<file path="config.mk">
export PLATFORM = sky130hd
export DESIGN_NAME = alu_arbiter
export DESIGN_NICKNAME = d
export VERILOG_FILES = /design/src/rtl/alu_arbiter.sv
export SDC_FILE = /design/constraint.sdc
export NUM_CORES = 1
export LEC_CHECK = 0
export BUFFER_PORTS_ARGS = -buffer_cell sky130_fd_sc_hd__buf_2
export CAP_MARGIN = 0
export CELL_PAD_IN_SITES_DETAIL_PLACEMENT = 0
export CELL_PAD_IN_SITES_GLOBAL_PLACEMENT = 1
export CORE_UTILIZATION = 34
export CTS_CLUSTER_DIAMETER = 80
export CTS_CLUSTER_SIZE = 16
export DETAILED_ROUTE_END_ITERATION = 7
export GPL_TIMING_DRIVEN = 0
export PLACE_DENSITY_LB_ADDON = 0.1
export SLEW_MARGIN = 20
export SYNTH_ARGS = -nofsm -noshare
export SYNTH_HDL_FRONTEND = slang
export SYNTH_SLANG_ARGS = --single-unit
</file>
<file path="constraint.sdc">
create_clock -name clk -period 3.4 [get_ports clk]
set_clock_uncertainty 0.05 [all_clocks]
set_input_delay 1.02 -clock clk [delete_from_list [all_inputs] [get_ports clk]]
set_output_delay 1.02 -clock clk [all_outputs]
set_load 0.05 [all_outputs]
</file>
<file path="src/rtl/alu_arbiter.sv">
`timescale 1ns/1ps
// Opcode encoding and opcode-class helpers shared by the arbiter and its users.
// Latency: n/a (definitions only).
// Backpressure: n/a.
package alu_arbiter_pkg;

    localparam logic [3:0] kADD  = 4'h0;
    localparam logic [3:0] kADDI = 4'h1;
    localparam logic [3:0] kSUB  = 4'h2;
    localparam logic [3:0] kAND  = 4'h3;
    localparam logic [3:0] kOR   = 4'h4;
    localparam logic [3:0] kXOR  = 4'h5;
    localparam logic [3:0] kNOT  = 4'h6;
    localparam logic [3:0] kLSH  = 4'h7;
    localparam logic [3:0] kRSH  = 4'h8;
    localparam logic [3:0] kSHLR = 4'h9;
    localparam logic [3:0] kCOMP = 4'hA;

    // One captured ALU command: opcode, operands and the requester that owns it.
    typedef struct packed {
        logic [3:0] op;
        logic [7:0] a;
        logic [7:0] b;
        logic       owner;
    } alu_cmd_t;

    // Opcodes whose ALU carry/shift-out is architecturally visible.
    function automatic logic op_writes_carry(input logic [3:0] op);
        return (op == kADD) || (op == kADDI) || (op == kLSH) ||
               (op == kRSH) || (op == kSHLR);
    endfunction

    // Only the compare updates zero/greater; everything else leaves them alone.
    function automatic logic op_writes_cmp(input logic [3:0] op);
        return (op == kCOMP);
    endfunction

endpackage

// Two-requester arbiter in front of one shared combinational ALU, with flag registers.
// Latency: grant at N, ALU drive at N+1, registered response from N+2 until owner ack.
// Backpressure: req_ready only in IDLE; a pending response blocks all new grants.
module alu_arbiter
    import alu_arbiter_pkg::*;
#(
    parameter bit FAIR = 1'b1
) (
    input  logic       clk,
    input  logic       reset_n,
    input  logic [1:0] req_valid,
    output logic [1:0] req_ready,
    input  logic [3:0] req_op0,
    input  logic [3:0] req_op1,
    input  logic [7:0] req_a0,
    input  logic [7:0] req_a1,
    input  logic [7:0] req_b0,
    input  logic [7:0] req_b1,
    output logic [1:0] rsp_valid,
    output logic [7:0] rsp_data,
    input  logic [1:0] rsp_ack,
    output logic [3:0] alu_op,
    output logic [7:0] alu_a,
    output logic [7:0] alu_b,
    output logic       alu_sc_in,
    output logic       alu_zero_in,
    output logic       alu_greater_in,
    input  logic [7:0] alu_out,
    input  logic       alu_sc_out,
    input  logic       alu_zero,
    input  logic       alu_greater,
    output logic       flag_c,
    output logic       flag_z,
    output logic       flag_g
);

    typedef enum logic [1:0] {
        IDLE = 2'd0,
        EXEC = 2'd1,
        RESP = 2'd2
    } state_e;

    state_e     state_q;
    state_e     state_d;
    logic       last_q;
    alu_cmd_t   cmd_q;
    alu_cmd_t   cmd_d;
    logic       grant_vld;
    logic       grant_idx;
    logic [7:0] rsp_data_q;
    logic       flag_c_q;
    logic       flag_z_q;
    logic       flag_g_q;

    // Pick a winner among valid requesters; only IDLE can accept work.
    always_comb begin
        grant_vld = 1'b0;
        grant_idx = 1'b0;
        if (state_q == IDLE) begin
            case (req_valid)
                2'b01: begin
                    grant_vld = 1'b1;
                    grant_idx = 1'b0;
                end
                2'b10: begin
                    grant_vld = 1'b1;
                    grant_idx = 1'b1;
                end
                2'b11: begin
                    grant_vld = 1'b1;
                    // Round-robin hands contention to whoever did not win last time.
                    grant_idx = FAIR ? ~last_q : 1'b0;
                end
                default: begin
                    grant_vld = 1'b0;
                    grant_idx = 1'b0;
                end
            endcase
        end
    end

    assign req_ready = {grant_vld & grant_idx, grant_vld & ~grant_idx};

    // Mux the winning requester's command into the capture format.
    always_comb begin
        cmd_d = '0;
        if (grant_idx) begin
            cmd_d.op    = req_op1;
            cmd_d.a     = req_a1;
            cmd_d.b     = req_b1;
            cmd_d.owner = 1'b1;
        end else begin
            cmd_d.op    = req_op0;
            cmd_d.a     = req_a0;
            cmd_d.b     = req_b0;
            cmd_d.owner = 1'b0;
        end
    end

    // State register; reset discards any operation in flight.
    always_ff @(posedge clk or negedge reset_n) begin
        if (!reset_n) begin
            state_q <= IDLE;
        end else begin
            state_q <= state_d;
        end
    end

    // Next state plus the ALU drive and response-valid outputs.
    always_comb begin
        state_d   = state_q;
        alu_op    = 4'h0;
        alu_a     = 8'h00;
        alu_b     = 8'h00;
        rsp_valid = 2'b00;
        case (state_q)
            IDLE: begin
                if (grant_vld) begin
                    state_d = EXEC;
                end
            end
            EXEC: begin
                alu_op  = cmd_q.op;
                alu_a   = cmd_q.a;
                alu_b   = cmd_q.b;
                state_d = RESP;
            end
            RESP: begin
                rsp_valid = cmd_q.owner ? 2'b10 : 2'b01;
                // Acks from the other requester are not ours to act on.
                if (rsp_ack[cmd_q.owner]) begin
                    state_d = IDLE;
                end
            end
            default: begin
                state_d = IDLE;
            end
        endcase
    end

    // Capture the granted command and remember the winner for round-robin.
    always_ff @(posedge clk or negedge reset_n) begin
        if (!reset_n) begin
            cmd_q  <= '0;
            last_q <= 1'b1;
        end else if (grant_vld) begin
            cmd_q  <= cmd_d;
            last_q <= grant_idx;
        end
    end

    // Register the ALU result and the opcode-qualified flags at the end of EXEC.
    always_ff @(posedge clk or negedge reset_n) begin
        if (!reset_n) begin
            rsp_data_q <= 8'h00;
            flag_c_q   <= 1'b0;
            flag_z_q   <= 1'b0;
            flag_g_q   <= 1'b0;
        end else if (state_q == EXEC) begin
            rsp_data_q <= alu_out;
            if (op_writes_carry(cmd_q.op)) begin
                flag_c_q <= alu_sc_out;
            end
            if (op_writes_cmp(cmd_q.op)) begin
                flag_z_q <= alu_zero;
                flag_g_q <= alu_greater;
            end
        end
    end

    assign rsp_data       = rsp_data_q;
    assign flag_c         = flag_c_q;
    assign flag_z         = flag_z_q;
    assign flag_g         = flag_g_q;
    assign alu_sc_in      = flag_c_q;
    assign alu_zero_in    = flag_z_q;
    assign alu_greater_in = flag_g_q;

endmodule

</file>
==> results.cfg <==
[yosys]
synth_top_family_by_area = simple AND/OR/NAND/NOR gates
synth-edff-count = 0
synth-compound-area-share_pct = 12.34
yosys_warnings = 0
synthArstFlopShare_pct = 100.0
synth-seq-area-share_pct = 51.21
avgSynthCellArea_um2 = 9.732
syn_area_mm2 = 0.001713
synth-simple-area-share_pct = 19.21
yosysTopAreaCell = dfrtp_1
synth_top_flop_cell = dfrtp_1
synth_cells = 176
synth_nets = 233
synth_fa_ha_area_share_pct = 0
muxShareOfSynthArea_pct = 10.81
synth_top_area_share_pct = 49.67
ys_types = 28
ys_ff_latch = 35
synth_xor_area_share_pct = 0
synthTopCellsByArea = dfrtp_1 (50%), mux2_2 (7.9%), and2_1 (7.3%), a21oi_1 (5.8%), nor2_1 (5.0%)

[detailed_routing]
drt-pass1-iter-count = 4
vias_per_cell = 4.478
drt-total-wl_um = 4109
wl_per_cell_um = 11.91
post-route-drc-count = 0
drt_iter0_drc = 55
vias = 1545
ant_nets = 0

[setup_path]
reg2regPathDepth = 6
arrival_ps = 2020
crit_buf_inv = 4
critPathMostFrequentCell = buf_2
critPathSlowestCell = buf_2
slowest_delay_ps = 280
crit_family = buffers and inverters
worstSetupEndpointType = output port
path_depth = 6
required_ps = 2330
critPathKind = primary input to output port
worstPathCellList = buf_2 > nand2b_1 > and3_1 > clkbuf_2 > buf_4 > buf_2
critPathMaxFanout = 10
critPathLaunchType = primary input

[clock_network]
path_clk_slew_ps = 70
clockRootBuffer = clkbuf_8
post_cts_buffers = 0
cts_made_buffers = 5
cts_tree = done
clk_latency_ps = 290
cts_sinks = 35
cts_resized = 0
htreeDepth = 2
clockBufferDepth = 2
postCtsHoldBufs = 0

[grt]
grt_max_degree = 36
antenna_found_initial = 0
gr-total-overflow = 0
grt_pass1_vias = 1372
groute.usage.overall_pct = 16.30
grt_pass1_wl_um = 6410

[die]
die_h_um = 72.98
io_pins = 95
dieArea_mm2 = 0.005326
fp.dieW_um = 72.98
core-area_mm2 = 0.004786
fp-row-count = 25
initial_core_util_pct = 35.79

[cells_and_area]
drive_gt1_share_pct = 46.04
mostFrequentLayoutCell = buf_2
final_area_mm2 = 0.002367
utilization_pct = 49.46
syn_to_final_growth_pct = 38.20
fill_cells = 494
mostFrequentLayoutCells = buf_2 (96), dfrtp_1 (34), nor2_1 (23)
final_cells = 345
antenna_cells = 0
nets = 334

[pwr]
power.density_mw_per_mm2 = 1112
finalPower_mw = 2.633
swShare_pct = 50.68
p_leak_nw = 1.229
clockPowerShare_pct = 12.5
power.switching_mw = 1.334
ir_worst_vdd_mv = 0.3722
seq_power_share_pct = 28.1
p_int_mw = 1.298
pwr-share-comb_pct = 59.4

[sta]
rsz0062_at_grt = false
layout_setup_ws_ps = 305.8
final-hold-violation-count = 0
fmax_mhz = 323.2
finalCriticalPeriod_ps = 3094
fin_tns_setup_ps = 0
worstMarginPinSlew_ps = 789.8
finalCritPeriodShare_pct = 91.01
slew_violations = 0
hold-worst-slack_ps = 421.9
slew_headroom_pct = 47.35
setup_violations = 0

[run]
drv_cap = 0

[placed_design]
hpwl_um = 3072
place_ws_ps = 293.9
post_dp_cell_area_mm2 = 0.002267
io_buffers = 94
place.gp.congestion = 0.6751
dp_cells = 337

[outcome]
status = finished, final reports clean

[worst_hold_path]
hold_path_class = flop to flop
hold_depth = 2
==> logic make-up (layout without fill, tap and decap cells) <==
logic type / Yosys count / after routing
buffers and inverters: 16 / 118
muxes: 17 / 17
and+or+nand+nor: 68 / 68
AOI/OAI and AO/OA: 40 / 40
DFF: 35 / 35
==> flip-flops by register name, indices dropped and copies added, names as in the netlist <==
signal and cells:
last_q 1, alu_zero_in 1, alu_greater_in 1, rsp_data 8
alu_sc_in 1, state_q 2, cmd_q 21
==> worst paths after layout <==
check	slack (ps)	from	endpoint
max in group asynchronous	2030	reset_n	state_q[1]
min in group asynchronous	760	reset_n	rsp_data[7]
min reg2reg	420	cmd_q[9]	cmd_q[9]
max reg2reg	1900	state_q[1]	cmd_q[20]
min	420	cmd_q[9]	cmd_q[9]
max	310	req_valid[1]	req_ready[0]
==> power groups by stage <==
stage               Clock, mW  Combinational (mW)  Sequential [mW]
finish                  0.329                1.56            0.740
global route            0.359                1.69            0.774
CTS                     0.339                1.59            0.743
detailed placement          0                1.58            0.752
global placement            0                1.58            0.744
floorplan                   0               0.997            0.971
==> cell usage after synthesis, types with 2 or more instances <==
cell type / n
a21o_1: 2
a21oi_1: 20
and2_1: 20
and3_1: 2
buf_2: 2
buf_4: 6
clkbuf_1: 3
dfrtp_1: 34
mux2_2: 12
mux2i_1: 5
nand2_1: 17
nor2_1: 23
o21ai_0: 7
o21ai_1: 9
==> layout make-up <==
type                       count  area [um^2]  share of cell area [%]
buffer                        14        102.6                   4.334
tap                           67        83.83                   3.541
inverter                       2        7.507                  0.3171
timing repair buffer          94        470.5                   19.87
clock buffer                   8        100.1                   4.228
sequential                    35        877.1                   37.05
multi-input combinational    125        725.7                   30.66
==> worst register-to-register path, delay by kind of cell (launching register included) <==
kind / cells / cell delay (ps)
compound gates: 1 / 90
buf+inv: 2 / 270
flops: 1 / 390
mux: 1 / 230
simple gates: 2 / 360
==> layer usage <==
| metal | GRT usage (%) | vias up | wire length (um) |
|---|---|---|---|
| met3 | 5.387 | 6 | 243 |
| met4 | 5.229 | 0 | 53 |
| met2 | 25.31 | 54 | 1863 |
| met1 | 21.47 | 704 | 1948 |
| met5 | 0 | - | 0 |
| li1 | - | 781 | - |
(Power assumes the default switching activity.)
